## config.mk

```make
export PLATFORM = sky130hd
export DESIGN_NAME = limb_carry_normalizer_flat
export DESIGN_NICKNAME = d
export VERILOG_FILES = /design/src/rtl/limb_carry_normalizer_if.sv /design/src/rtl/limb_carry_normalizer.sv /design/src/flat_wrapper.sv
export SDC_FILE = /design/constraint.sdc
export NUM_CORES = 1
export LEC_CHECK = 0
export BUFFER_PORTS_ARGS = -buffer_cell sky130_fd_sc_hd__clkbuf_2
export CAP_MARGIN = 40
export CORE_MARGIN = 1
export CORE_UTILIZATION = 50
export DETAILED_ROUTE_END_ITERATION = 6
export PLACE_DENSITY = 0.81
export RECOVER_POWER = 50
export SLEW_MARGIN = 5
export SYNTH_ARGS = -nofsm -noshare
export SYNTH_HDL_FRONTEND = slang
export SYNTH_SLANG_ARGS = --single-unit
```

## constraint.sdc

```tcl
create_clock -name clk -period 3.1 [get_ports clk]
set_input_delay 0.62 -clock clk [delete_from_list [all_inputs] [get_ports clk]]
set_output_delay 0.62 -clock clk [all_outputs]
set_load 0.005 [all_outputs]
```

## src/rtl/limb_carry_normalizer_if.sv

```systemverilog
// Valid/ready stream bundle with a last marker. One instance carries the
// column sums into the normalizer and another carries the limbs out of it.
interface limb_carry_normalizer_if #(
  parameter int DATA_WIDTH = 18
) ();

  logic                  valid;
  logic                  ready;
  logic [DATA_WIDTH-1:0] data;
  logic                  last;

  // The producer drives valid/data/last. The consumer drives ready.
  modport master (output valid, output data, output last, input ready);
  modport slave  (input valid, input data, input last, output ready);

endinterface

```

## src/rtl/limb_carry_normalizer.sv

```systemverilog
// Carry-propagating normalizer for big-integer column sums.
// Each accepted column sum is added to the running carry. The low LIMB_WIDTH
// bits leave as a limb, and the upper bits become the new carry. After the
// last column, the residual carry is emitted as FLUSH_LIMBS extra limbs, so
// every number leaves in canonical radix-2^LIMB_WIDTH form.
module limb_carry_normalizer #(
  parameter int LIMB_WIDTH  = 18,
  parameter int SUM_WIDTH   = 36,
  parameter int CARRY_WIDTH = SUM_WIDTH + 1 - LIMB_WIDTH,
  parameter int FLUSH_LIMBS = 2
) (
  input  logic                           clk,
  input  logic                           rst_n,
  input  logic                           sclr,
  limb_carry_normalizer_if.slave         s,
  limb_carry_normalizer_if.master        m,
  output logic                           busy
);

  localparam logic [0:0] ST_ACC   = 1'b0;
  localparam logic [0:0] ST_FLUSH = 1'b1;

  localparam int CNT_WIDTH = (FLUSH_LIMBS > 1) ? $clog2(FLUSH_LIMBS) : 1;
  localparam int PAD_WIDTH = FLUSH_LIMBS * LIMB_WIDTH;
  localparam logic [CNT_WIDTH-1:0] CNT_LAST = CNT_WIDTH'(FLUSH_LIMBS - 1);

  logic [0:0]             state_q,  state_d;
  logic [CARRY_WIDTH-1:0] carry_q,  carry_d;
  logic [CNT_WIDTH-1:0]   cnt_q,    cnt_d;
  logic                   mValid_q, mValid_d;
  logic [LIMB_WIDTH-1:0]  mData_q,  mData_d;
  logic                   mLast_q,  mLast_d;
  logic                   mid_q,    mid_d;

  logic                   outFree;
  logic                   sReady;
  logic                   accept;
  logic                   flushLoad;
  logic                   finalTaken;
  logic [SUM_WIDTH:0]     acc;
  logic [PAD_WIDTH-1:0]   carryPadded;
  logic [LIMB_WIDTH-1:0]  flushLimb;

  // Handshake qualifiers, the column adder, and selection of the current flush limb.
  always_comb begin
    outFree     = !mValid_q | m.ready;
    sReady      = (state_q == ST_ACC) & outFree;
    accept      = s.valid & sReady;
    flushLoad   = (state_q == ST_FLUSH) & outFree;
    finalTaken  = mValid_q & mLast_q & m.ready;
    acc         = {1'b0, s.data} + (SUM_WIDTH + 1)'(carry_q);
    carryPadded = PAD_WIDTH'(carry_q);
    flushLimb   = LIMB_WIDTH'(carryPadded >> (int'(cnt_q) * LIMB_WIDTH));
  end

  // Next-state logic. A synchronous clear overrides any handshake in the same cycle.
  always_comb begin
    state_d  = state_q;
    carry_d  = carry_q;
    cnt_d    = cnt_q;
    mValid_d = mValid_q;
    mData_d  = mData_q;
    mLast_d  = mLast_q;
    mid_d    = mid_q;

    if (accept) begin
      mData_d  = acc[LIMB_WIDTH-1:0];
      mLast_d  = 1'b0;
      mValid_d = 1'b1;
      carry_d  = CARRY_WIDTH'(acc >> LIMB_WIDTH);
      if (s.last) begin
        state_d = ST_FLUSH;
        cnt_d   = '0;
      end
    end else if (flushLoad) begin
      mData_d  = flushLimb;
      mValid_d = 1'b1;
      mLast_d  = (cnt_q == CNT_LAST);
      if (cnt_q == CNT_LAST) begin
        carry_d = '0;
        cnt_d   = '0;
        state_d = ST_ACC;
      end else begin
        cnt_d = cnt_q + CNT_WIDTH'(1);
      end
    end else if (m.ready) begin
      mValid_d = 1'b0;
    end

    if (finalTaken) begin
      mid_d = 1'b0;
    end
    if (accept) begin
      mid_d = 1'b1;
    end

    if (sclr) begin
      state_d  = ST_ACC;
      carry_d  = '0;
      cnt_d    = '0;
      mValid_d = 1'b0;
      mid_d    = 1'b0;
    end
  end

  // State and output register, cleared asynchronously by reset.
  always_ff @(posedge clk or negedge rst_n) begin
    if (!rst_n) begin
      state_q  <= ST_ACC;
      carry_q  <= '0;
      cnt_q    <= '0;
      mValid_q <= 1'b0;
      mData_q  <= '0;
      mLast_q  <= 1'b0;
      mid_q    <= 1'b0;
    end else begin
      state_q  <= state_d;
      carry_q  <= carry_d;
      cnt_q    <= cnt_d;
      mValid_q <= mValid_d;
      mData_q  <= mData_d;
      mLast_q  <= mLast_d;
      mid_q    <= mid_d;
    end
  end

  assign s.ready = sReady;
  assign m.valid = mValid_q;
  assign m.data  = mData_q;
  assign m.last  = mLast_q;
  assign busy    = (state_q == ST_FLUSH) | mValid_q | (carry_q != '0) | mid_q;

endmodule

```

## src/flat_wrapper.sv

```systemverilog
// flat-port wrapper written by rule: the top's interface ports become plain ports
module limb_carry_normalizer_flat 
#(
  parameter int LIMB_WIDTH  = 18,
  parameter int SUM_WIDTH   = 36,
  parameter int CARRY_WIDTH = SUM_WIDTH + 1 - LIMB_WIDTH,
  parameter int FLUSH_LIMBS = 2
)
  (clk, rst_n, sclr, busy, s_valid, s_data, s_last, s_ready, m_valid, m_data, m_last, m_ready);
  limb_carry_normalizer_if #(.DATA_WIDTH(36)) s_i ();
  limb_carry_normalizer_if #(.DATA_WIDTH(18)) m_i ();
  input  logic clk;
  input  logic rst_n;
  input  logic sclr;
  output logic busy;
  input wire logic [$bits(s_i.valid)-1:0] s_valid;
  input wire logic [$bits(s_i.data)-1:0] s_data;
  input wire logic [$bits(s_i.last)-1:0] s_last;
  output wire logic [$bits(s_i.ready)-1:0] s_ready;
  output wire logic [$bits(m_i.valid)-1:0] m_valid;
  output wire logic [$bits(m_i.data)-1:0] m_data;
  output wire logic [$bits(m_i.last)-1:0] m_last;
  input wire logic [$bits(m_i.ready)-1:0] m_ready;
  assign s_i.valid = s_valid;
  assign s_i.data = s_data;
  assign s_i.last = s_last;
  assign s_ready = s_i.ready;
  assign m_valid = m_i.valid;
  assign m_data = m_i.data;
  assign m_last = m_i.last;
  assign m_i.ready = m_ready;
  limb_carry_normalizer #(.LIMB_WIDTH(LIMB_WIDTH), .SUM_WIDTH(SUM_WIDTH), .CARRY_WIDTH(CARRY_WIDTH), .FLUSH_LIMBS(FLUSH_LIMBS)) u_core (.clk(clk), .rst_n(rst_n), .sclr(sclr), .s(s_i), .m(m_i), .busy(busy));
endmodule
```

-- Word level (Yosys, flattened, before mapping)
Index checks and enable logic that the tools add are counted.
- register bits: 42
- bits of input ports: 42
- output and inout bits: 22
- word-level logic and storage cells: 57
- $add $sub $neg: 2
- $mul: 1
- equality and inequality tests: 1
- shift operators: 1
- multiplexer cells: 25
- bitwise logic cells: 10
- reductions and logical operators: 10
- operators with widths (cell ; number):
    $mux 19 ; 4
    $add 36x19->37 ; 1
    $mux 18 ; 2
    $shr 19x32->18 ; 1
    $mux 1 ; 19
    $reduce_bool 19->1 ; 1
    $reduce_bool 3->1 ; 3
    $and 1x1->1 ; 5
    $mul 1x4->5 const B ; 1
    $or 1x1->1 ; 4
    $reduce_and 2->1 ; 2
    $reduce_bool 4->1 ; 1
    $ne 3x3->1 const B ; 1
    $reduce_and 3->1 ; 1
    $reduce_bool 2->1 ; 1
    $add 1x1->1 const B ; 1
    $logic_not 1->1 ; 1
    $not 1->1 ; 1

-- Depth between registers and ports, before layout
Gate-level depths: netlist of run 1.
- word-level depth: 6
- depth in mapped cells: 9
- depth with buffers taken out: 9

-- Worst setup path before layout of run 1
Ideal clock, no wire load.
- path kind: input port to flip-flop
- start point: input s_data[8]
- end point: register u_core.carry_q[1]
- setup time: 0.122 ns
- arrival time: 2.446 ns
- required time: 2.978 ns
- setup slack: 0.532 ns
- cell stages on the path: 8
- buffers on the path: 0
- cells stage by stage: ha_1 > a2111oi_2 > o21ai_1 > o21a_1 > o211ai_2 > a21oi_2 > or3_1 > a32o_1
- word-level cells in the longest chain between the ends: 3
- RTL lines (what ; RTL line ; RTL):
    start, declared ; flat_wrapper.sv:17 ; input wire logic [$bits(s_i.data)-1:0] s_data;
    $add 36x19->37 ; limb_carry_normalizer.sv:51 ; acc = {1'b0, s.data} + (SUM_WIDTH + 1)'(carry_q);
    $mux 19 ; limb_carry_normalizer.sv:66 ; if (accept) begin
    $mux 19 ; limb_carry_normalizer.sv:97 ; if (sclr) begin
    end signal, assigned ; limb_carry_normalizer.sv:118 ; carry_q <= carry_d;
    end, declared ; limb_carry_normalizer.sv:28 ; logic [CARRY_WIDTH-1:0] carry_q, carry_d;
Every way passes these cells.
A chain may end at the register's enable or synchronous reset.

-- Worst setup path after layout of run 1
- start point: register u_core.carry_q[1]
- end point: register u_core.carry_q[1]
- word-level cells in the longest chain between the ends: 3
- RTL lines (what ; RTL line):
    $add 36x19->37 ; limb_carry_normalizer.sv:51
    $mux 19 ; limb_carry_normalizer.sv:66
    $mux 19 ; limb_carry_normalizer.sv:97
Every way passes these cells.

==> results of run 1 <==
logic make-up after synthesis:
| family | synth area share [%] |
|---|---|
| AO/OA/AOI/OAI | 31.8 |
| AND/OR/NAND/NOR | 18.6 |
| flip-flops | 32.9 |
| buffers and inverters | 2.58 |
| XOR/XNOR | 5.48 |
| adder cells (fa/ha/maj) | 8.06 |
| multiplexers | 0.626 |
final cells by class:
class / count / area (sq um) / area share, %
clock buffers: 5 / 68.8 / 1.85
clock inverters: 3 / 21.3 / 0.571
inverters: 10 / 37.5 / 1.01
multi-input cells: 296 / 2060 / 55.4
flip-flops and latches: 42 / 1050 / 28.2
well taps: 75 / 93.8 / 2.52
repair buffers: 75 / 390 / 10.5
how the worst max path moves through the flow:
stage                       from           endpoint  slack (ns)  depth (start not counted)
2_1_floorplan          s_data[8]  u_core.carry_q[1]        0.53                          8
3_3_place_gp           s_data[8]  u_core.carry_q[1]        0.33                          9
3_5_place_dp           s_data[1]  u_core.carry_q[1]        0.24                          9
4_1_cts        u_core.carry_q[1]  u_core.carry_q[1]        0.48                          8
5_1_grt        u_core.carry_q[1]  u_core.carry_q[1]        0.33                          8
6_report       u_core.carry_q[1]  u_core.carry_q[1]        0.46                          8
power groups by stage:
| stage | logic (mW) | registers, mW | clock network [mW] |
|---|---|---|---|
| floorplan | 0.373 | 0.710 | 0 |
| global placement | 0.579 | 0.723 | 0 |
| detailed placement | 0.595 | 0.726 | 0 |
| CTS | 0.596 | 0.717 | 0.374 |
| global route | 0.655 | 0.730 | 0.396 |
| finish | 0.590 | 0.720 | 0.364 |
cell usage in the layout, fill, tap and decap left out, types with 5 or more instances in the layout:
cell       n
and2_1     5
buf_4     10
clkbuf_1   8
a21oi_1   27
inv_1      9
clkbuf_8   5
a211oi_1  11
nor4_1     6
clkbuf_2  57
o21a_1     5
xnor2_1   12
o21ai_1   13
nand2_1   34
o21ai_0   13
nand3_1   12
dfrtp_1   42
a311oi_1   6
nor3b_1    9
a21o_1     7
nor3_1     5
or3_1      5
nor2_1    20
xor2_1     8
ha_1      19
a22oi_1    8
o211ai_1  10
layer usage:
layer | track usage (%) | part of all wire (%) | vias up
li1 | - | - | 1524
met1 | 38.8 | 46 | 1521
met4 | 6.32 | 1.0 | 0
met5 | 0 | 0 | -
met2 | 45.4 | 46 | 156
met3 | 3.89 | 6.9 | 12
cell usage after synthesis, types with 7 or more instances:
cell type	n
nor2_1	20
a21o_1	7
xor2_1	8
a211oi_1	11
nand3_1	12
o211ai_1	10
dfrtp_1	42
clkbuf_1	11
xnor2_1	12
ha_1	19
nor3b_1	9
o21ai_1	13
o21ai_0	13
a21oi_1	27
a22oi_1	8
nand2_1	34
inv_1	9
critical path, stage by stage, from the launching register on:
cell,delay [ns]
dfrtp_1,0.47
ha_1,0.34
a211oi_1,0.36
o21ai_1,0.18
and3_1,0.23
o211ai_2,0.22
a21oi_2,0.14
or3_1,0.37
a32o_1,0.24
per-stage QoR:
stage               cells  area (sq um)  power (mW)  utilization [%]
finish                506          3730        1.67             61.5
detailed placement    498          3660        1.32             60.5
CTS                   506          3750        1.69             62.0
floorplan             360          3200        1.08                -
global route          506          3730        1.78             61.5
global placement      496          3640        1.30             60.0
flip-flops by register name, indices dropped and copies added (netlist names):
register        count
u_core.m.data      18
u_core.m.valid      1
u_core.carry_q     19
u_core.state_q      1
u_core.m.last       1
u_core.cnt_q        1
u_core.mid_q        1
==> metrics, run 1 <==
worst-skew pair later-pin latency=0.30 ns; WP data required=3.29 ns; ys flop type=dfrtp_1; Max clock buf depth=2; clock sink count=42; static leakage=1.64 nW; number of library cell types mapped by synthesis=59; Arrival @ worst endpoint=2.83 ns; Worst Max-Slew Pin Slew=1.34 ns; gpl congestion=0.930; RSZ-0062 raised after global routing=false; sequential share of power=43.0%; startpoint types=flop; DR WL/cell=18.0 um; switching power=613 uW; final HPWL from detailed placement=7030 um; IO Port Bufs=63; # rows=28; die span in x=82.0 um; Yosys reg bits=42; run status=complete, no violations; global route overflow=0; Final ANT Viol Nets=0; DRC violations left=0; WHS=0.492 ns; clock power share=21.7%; crit path time final=2.64 ns; post-cts resize count=0; fraction of registers with async set/reset=100%; clk_skew=0.00991 ns; sequential area share after synthesis=32.9%; area of the die=6720 sq um; Max-slew headroom=10.8%; Layout area overhead=16.5%; Place WS=0.243 ns; Yosys top cell area share=32.9%; Max-cap violations=0; crit share post-route=85.3%; FF-to-FF End=u_core.carry_q[1]; RR Startpoint=u_core.carry_q[1]; average cell area after synthesis=8.88 sq um; final setup vio count=0; FMAX=378 MHz; DRT Pass-1 Iters=5; Ant. Diodes=0; global-route wire length before repair=14400 um; CTS tree=built; worst-path fanout max=6; Comb power frac=35.3%; initial antenna violation count=0; share of cells above drive strength 1=20.2%; Worst Reg-to-Reg Cells=8; H-tree level count=2; Ys Warns=0; flop2flop setup slack=0.46 ns; core area=6060 sq um; drt via density=6.35; kind of critical path=flop to flop; vias in the first global route=2967; final worst setup slack=0.457 ns; DRT iter0 DRCs=248; clock tree root buffer cell=clkbuf_8; Setup Fix Bufs, Post-CTS=0; syn nets=422; Max IR drop VDD=0.000200 V; final hold violations=0; worst hold path class=input port to async pin; Post-Route WL=9120 um; fin nets=492; Inserted Clock Buffers=5; Slew Viols, Final=0; IO Pins=64; largest net degree at the start of global routing=24; Post-synth EDFFs=0; via count=3213; Mapped Area=3200 sq um; fill count=539; critical path capture point type=flop; switch share=36.6%; final setup TNS=0 ns; die height=82.0 um; largest area contributor in the netlist=dfrtp_1; Overall Global Routing Usage=27.8%; Pwr Density=449 nW/um^2; Synth Instances=360; CTS Hold Bufs=0; Initial Util=52.8%; P_int=1.06 mW; synth top area cells=dfrtp_1, ha_1, a21oi_1; Reg clk slew, reported paths=0.09 ns
(Power assumes the default switching activity.)
==> run 2: changes to the inputs <==
--- a/config.mk
+++ b/config.mk
@@ -5,12 +5,12 @@
 export SDC_FILE = /design/constraint.sdc
 export NUM_CORES = 1
 export LEC_CHECK = 0
-export BUFFER_PORTS_ARGS = -buffer_cell sky130_fd_sc_hd__clkbuf_2
 export CAP_MARGIN = 40
 export CORE_MARGIN = 1
 export CORE_UTILIZATION = 50
 export DETAILED_ROUTE_END_ITERATION = 6
-export PLACE_DENSITY = 0.81
+export DONT_BUFFER_PORTS = 1
+export PLACE_DENSITY = 0.72
 export RECOVER_POWER = 50
 export SLEW_MARGIN = 5
 export SYNTH_ARGS = -nofsm -noshare
==> metrics, run 2 (same netlist as run 1, synthesis figures left out) <==
DR WL/cell=20.6 um (+14%); Setup Fix Bufs, Post-CTS=0 (unchanged); clock power share=23.5% (+1.8 points); H-tree level count=2 (unchanged); Max-cap violations=1 (+1); Comb power frac=30.0% (-5.3 points); drt via density=6.69 (+5.3%); sequential share of power=46.6% (+3.6 points); cell family with most CP delay=compound AO/OA/AOI/OAI gates; met3 WL=594 um (-5.7%); Highest Signal Layer=met4; initial antenna violation count=0 (unchanged); met2 WL=4310 um (+1.8%); max FFs per register=19 (unchanged); switching power=584 uW (-4.7%); Crit path largest cell delay=0.50 ns (+0.03 ns); FMAX=375 MHz (-0.80%); area of the die=6720 sq um (unchanged); CTS tree=built; final setup vio count=0 (unchanged); worst-skew pair later-pin latency=0.30 ns (about the same); RSZ-0062 raised after global routing=false; startpoint types=flop; most frequent cells in the layout=dfrtp_1, nand2_1, a21oi_1, nor2_1, ha_1; static leakage=1.38 nW (-16%); final setup TNS=0 ns (unchanged); Worst Max-Slew Pin Slew=2.35 ns (+1.01 ns); Pwr Density=467 nW/um^2 (+4.0%); final HPWL from detailed placement=6740 um (-4.2%); WL met1=4050 um (-2.8%); Final ANT Viol Nets=0 (unchanged); crit path time final=2.66 ns (+0.0212 ns); IO Pins=64 (unchanged); fin nets=425 (-14%); via count=2936 (-8.6%); vias in the first global route=2835 (-4.4%); Slew Viols, Final=43 (+43); clk_skew=0.00230 ns (-0.00761 ns); gpl congestion=0.883 (-5.1%); Reg clk slew, reported paths=0.09 ns (about the same); Design Power=1.58 mW (-5.4%); WP data required=3.30 ns (about the same); Max IR drop VDD=0.000261 V (+30%); # rows=28 (unchanged); Overall Global Routing Usage=28.6% (+0.74 points); worst hold path class=input port to flop; P_int=999 uW (-5.8%); Worst path slowest cell=nor3_1; Post-Layout Cell Count=439 (-13%); Buf/Inv on CP=0 (unchanged); largest net degree at the start of global routing=43 (+79%); share of cells above drive strength 1=7.14% (-13 points); Initial Util=52.8% (unchanged); failing checks=capacitance limit, slew limit; switch share=36.9% (+0.29 points); global route overflow=0 (unchanged); core area=6060 sq um (unchanged); Post-Route WL=9040 um (-0.89%); IO Port Bufs=0 (-100%); final hold violations=0 (unchanged); most common cell after layout, fill and taps aside=dfrtp_1; sequence of cells on the critical path=ha_1 > fa_1 > a21o_4 > nand4_4 > a2111oi_4 > nor3_1 > o21ai_0 > o211a_1; die span in x=82.0 um (unchanged); DRC violations left=0 (unchanged); die height=82.0 um (unchanged); DRT iter0 DRCs=177 (-29%); DRT Pass-1 Iters=5 (unchanged); Inserted Clock Buffers=5 (unchanged); Layout area overhead=5.99%; Max clock buf depth=2 (unchanged); placed insts=430 (-14%); Max-slew headroom=-56.7% (-67 points); flop2flop setup slack=0.44 ns (-0.02 ns); crit share post-route=86.0% (+0.68 points); Ant. Diodes=0 (unchanged); kind of critical path=flop to flop; run status=finished with violations; critical path capture point type=flop; clock tree root buffer cell=clkbuf_8; global-route wire length before repair=14300 um (-0.77%); Largest Register=u_core.carry_q; Arrival @ worst endpoint=2.86 ns (+0.03 ns); clock sink count=42 (unchanged); worst-path fanout max=4 (-2)
-- run 2: cell types whose count changed in the layout (fill, tap and decap cells not counted) --
cell	change
clkbuf_1	-6
clkbuf_2	-57
buf_4	-4
-- run 2: repair_timing --
action                    CTS  global route
resized for setup           0             0
hold buffers                1             0
hold endpoints to repair   42             0
-- run 2: per-layer routing --
metal / up-vias / GRT usage [%]
met4: 0 / 6.32
li1: 1391 / -
met3: 8 / 6.89
met1: 1426 / 37.5
met5: - / 0
met2: 111 / 47.4
-- run 2: power groups by stage --
stage | sequential [mW] | combinational (mW) | clock, mW
2_1_floorplan | 0.710 | 0.373 | 0
3_3_place_gp | 0.745 | 0.444 | 0
3_5_place_dp | 0.748 | 0.455 | 0
4_1_cts | 0.737 | 0.474 | 0.377
5_1_grt | 0.750 | 0.530 | 0.398
6_report | 0.737 | 0.474 | 0.371
-- run 2: area by class of cell --
class,instances,area (sq um)
fill,575,2670
multi-input combinational,296,2060
sequential,42,1050
tap,75,93.8
clock buffer,5,68.8
timing repair buffer,8,52.6
inverter,10,37.5
clock inverter,3,21.3
-- run 2: through the flow --
step                area, sq um  util [%]  hold WS, ns  setup slack, ns
floorplan                  3200         -        0.324            0.532
global placement           3300      54.4        0.326            0.415
detailed placement         3300      54.4        0.326            0.329
CTS                        3420      56.4        0.154            0.472
global route               3390      55.9        0.348            0.235
finish                     3390      55.9        0.366            0.435
-- run 2: final timing paths --
check | end | start | cells past startpoint
max | u_core.m.data[16] | u_core.carry_q[0] | 8
min | u_core.mid_q | sclr | 1
max reg2reg | u_core.m.data[16] | u_core.carry_q[0] | 8
min reg2reg | u_core.mid_q | u_core.mid_q | 2
max in group asynchronous | u_core.m.data[16] | rst_n | 1
min in group asynchronous | u_core.m.data[9] | rst_n | 1
==> run 3: changes to the inputs <==
--- a/config.mk
+++ b/config.mk
@@ -5,14 +5,15 @@
 export SDC_FILE = /design/constraint.sdc
 export NUM_CORES = 1
 export LEC_CHECK = 0
+export ABC_AREA = 1
 export CAP_MARGIN = 40
 export CORE_MARGIN = 1
 export CORE_UTILIZATION = 50
+export CTS_BUF_LIST = sky130_fd_sc_hd__clkbuf_16
 export DETAILED_ROUTE_END_ITERATION = 6
 export DONT_BUFFER_PORTS = 1
 export PLACE_DENSITY = 0.72
 export RECOVER_POWER = 50
-export SLEW_MARGIN = 5
 export SYNTH_ARGS = -nofsm -noshare
 export SYNTH_HDL_FRONTEND = slang
 export SYNTH_SLANG_ARGS = --single-unit
==> metrics, run 3 <==
IO Port Bufs=0 (unchanged); worst hold path class=input port to async pin; clock sink count=42 (unchanged); # rows=31 (+11%); Inserted Clock Buffers=5 (unchanged); gpl congestion=1.02 (+15%); max FFs per register=19 (unchanged); Yosys top cell area share=27.1% (-5.8 points); startpoint types=flop; sequential share of power=38.7% (-7.9 points); global route overflow=0 (unchanged); largest area contributor in the netlist=dfrtp_1; worst-skew pair later-pin latency=0.29 ns (about the same); critical path capture point type=flop; DRC violations left=0 (unchanged); share of cells above drive strength 1=12.7% (+5.6 points); clk_skew=0.00537 ns (+0.00307 ns); initial antenna violation count=0 (unchanged); CTS tree=built; H-tree level count=2 (unchanged); final hold violations=0 (unchanged); vias in the first global route=3806 (+34%); Post-Route WL=12100 um (+34%); kind of critical path=flop to flop; Comb power frac=29.6% (-0.4 points); most common cell after layout, fill and taps aside=nand2_1; final HPWL from detailed placement=9640 um (+43%); Max clock buf depth=2 (unchanged); Slew Viols, Final=0 (-100%); most frequent cells in the layout=nand2_1, inv_1, nand3_1, nor2_1, dfrtp_1; FMAX=479 MHz (+28%); Ys Warns=0 (unchanged); Setup Fix Bufs, Post-CTS=0 (unchanged); Largest Register=u_core.carry_q; fraction of registers with async set/reset=100% (unchanged); Max-cap violations=0 (-1); IO Pins=64 (unchanged); worst-path fanout max=5 (+1); P_int=1.23 mW (+23%); Arrival @ worst endpoint=2.25 ns (-0.61 ns); Mapped Area=3880 sq um (+21%); Yosys reg bits=42 (unchanged); area of the die=8110 sq um (+21%); DRT iter0 DRCs=219 (+24%); run status=complete, no violations; crit path time final=2.09 ns (-0.576 ns); Max-slew headroom=65.5% (+120 points); die span in x=90.1 um (+9.9%); met3 WL=1030 um (+73%); Overall Global Routing Usage=31.1% (+2.5 points); Reg clk slew, reported paths=0.07 ns (-0.02 ns); WL met1=5240 um (+29%); CTS Hold Bufs=0 (-1); met2 WL=5280 um (+23%); post-cts resize count=0 (unchanged); Pwr Density=464 nW/um^2 (-0.61%); clock tree root buffer cell=clkbuf_16; Final ANT Viol Nets=0 (unchanged); Synth Instances=578 (+61%); crit share post-route=67.4% (-19 points); Post-synth EDFFs=0 (unchanged); DRT Pass-1 Iters=5 (unchanged); via count=3899 (+33%); Highest Signal Layer=met4; core area=7370 sq um (+22%); Max IR drop VDD=0.000264 V (+0.82%); Worst Max-Slew Pin Slew=0.513 ns (-1.84 ns); Initial Util=52.6% (-0.15 points); Layout area overhead=6.58%; WP data required=3.26 ns (-0.04 ns); Ant. Diodes=0 (unchanged); Post-synth top cells=nand2_1, inv_1, nand3_1, nor2_1, dfrtp_1; syn nets=640 (+52%); global-route wire length before repair=19600 um (+37%); RSZ-0062 raised after global routing=false; switching power=689 uW (+18%); synth top area cells=dfrtp_1, nand2_1, inv_1; die height=90.1 um (+9.9%); average cell area after synthesis=6.71 sq um (-24%); number of library cell types mapped by synthesis=47 (-20%); switch share=35.9% (-0.99 points); CP startpoint=u_core.carry_q[5]; ys flop type=dfrtp_1; top-count cell post-synth=nand2_1; fin nets=643 (+51%); final setup TNS=0 ns (unchanged); DR WL/cell=17.7 um (-14%); sequential area share after synthesis=27.1% (-5.8 points); final core occ=56.1% (+0.15 points); drt via density=5.73 (-14%); clock power share=31.7% (+8.2 points); largest net degree at the start of global routing=43 (unchanged); final setup vio count=0 (unchanged); static leakage=2.13 nW (+55%); RR Startpoint=u_core.carry_q[5]
-- run 3: cell types whose count changed in the layout (fill, tap and decap cells not counted), moves of 12 or more --
cell     change
inv_1       +60
nand2_2     +13
nand3_1     +36
inv_2       +12
nand2_1    +145
nor2_1      +27
-- run 3: cell families (layout without fill, tap and decap cells) --
kind of cell / Yosys count / count (layout) / share of synthesized area [%]
simple gates: 346 / 346 / 42.9
buf+inv: 87 / 91 / 9.00
compound gates: 82 / 82 / 14.1
xor+xnor: 1 / 1 / 0.226
fa+ha+maj: 20 / 20 / 6.65
flops: 42 / 42 / 27.1
-- run 3: layer usage --
layer  global-route usage [%]  vias to the layer above
li1                         -                     1918
met1                     41.3                     1777
met2                     47.8                      166
met3                     7.02                       38
met4                     14.8                        0
met5                        0                        -
-- run 3: path summary, 6_finish.rpt --
kind,slack [ns],end,cells after the start
min,0.02,u_core.m.data[12],0
max in group asynchronous,2.98,u_core.carry_q[13],0
max reg2reg,1.01,u_core.m.data[15],10
min in group clk,0.43,u_core.mid_q,1
max,1.01,u_core.m.data[15],10
min reg2reg,0.51,u_core.state_q,2
-- run 3: power groups by stage --
stage	sequential [mW]	clock (mW)	combinational, mW
after detailed placement	0.751	0	0.562
after floorplan	0.719	0	0.451
after CTS	0.742	0.618	0.565
after global routing	0.753	0.636	0.632
final	0.742	0.609	0.568
after global placement	0.749	0	0.550
-- run 3: area by class of cell --
cell class | count | area, sq um
Fill cell | 719 | 3240
Multi-Input combinational cell | 449 | 2480
Sequential cell | 42 | 1050
Inverter | 83 | 314
Clock buffer | 5 | 125
Tap cell | 99 | 124
Clock inverter | 3 | 41.3
-- run 3: through the flow --
step	worst slack [ns]	std cells	power, mW	hold WS, ns	cell area, sq um
finish	1.01	681	1.92	0.0219	4130
detailed placement	0.833	673	1.31	0.326	3970
floorplan	1.03	578	1.17	0.324	3880
global route	0.883	681	2.02	0.0139	4130
CTS	1.03	681	1.92	0.0207	4130
global placement	0.884	673	1.30	0.326	3970
-- run 3: critical path, stage by stage (launching register included) --
cell     delay (ns)
dfrtp_1        0.47
ha_1           0.39
nand2_2        0.17
inv_1          0.07
a21oi_2        0.14
nand2_2        0.14
nand2_1        0.09
nand2_1        0.07
or2_1          0.20
nand3_1        0.14
nand3_1        0.09
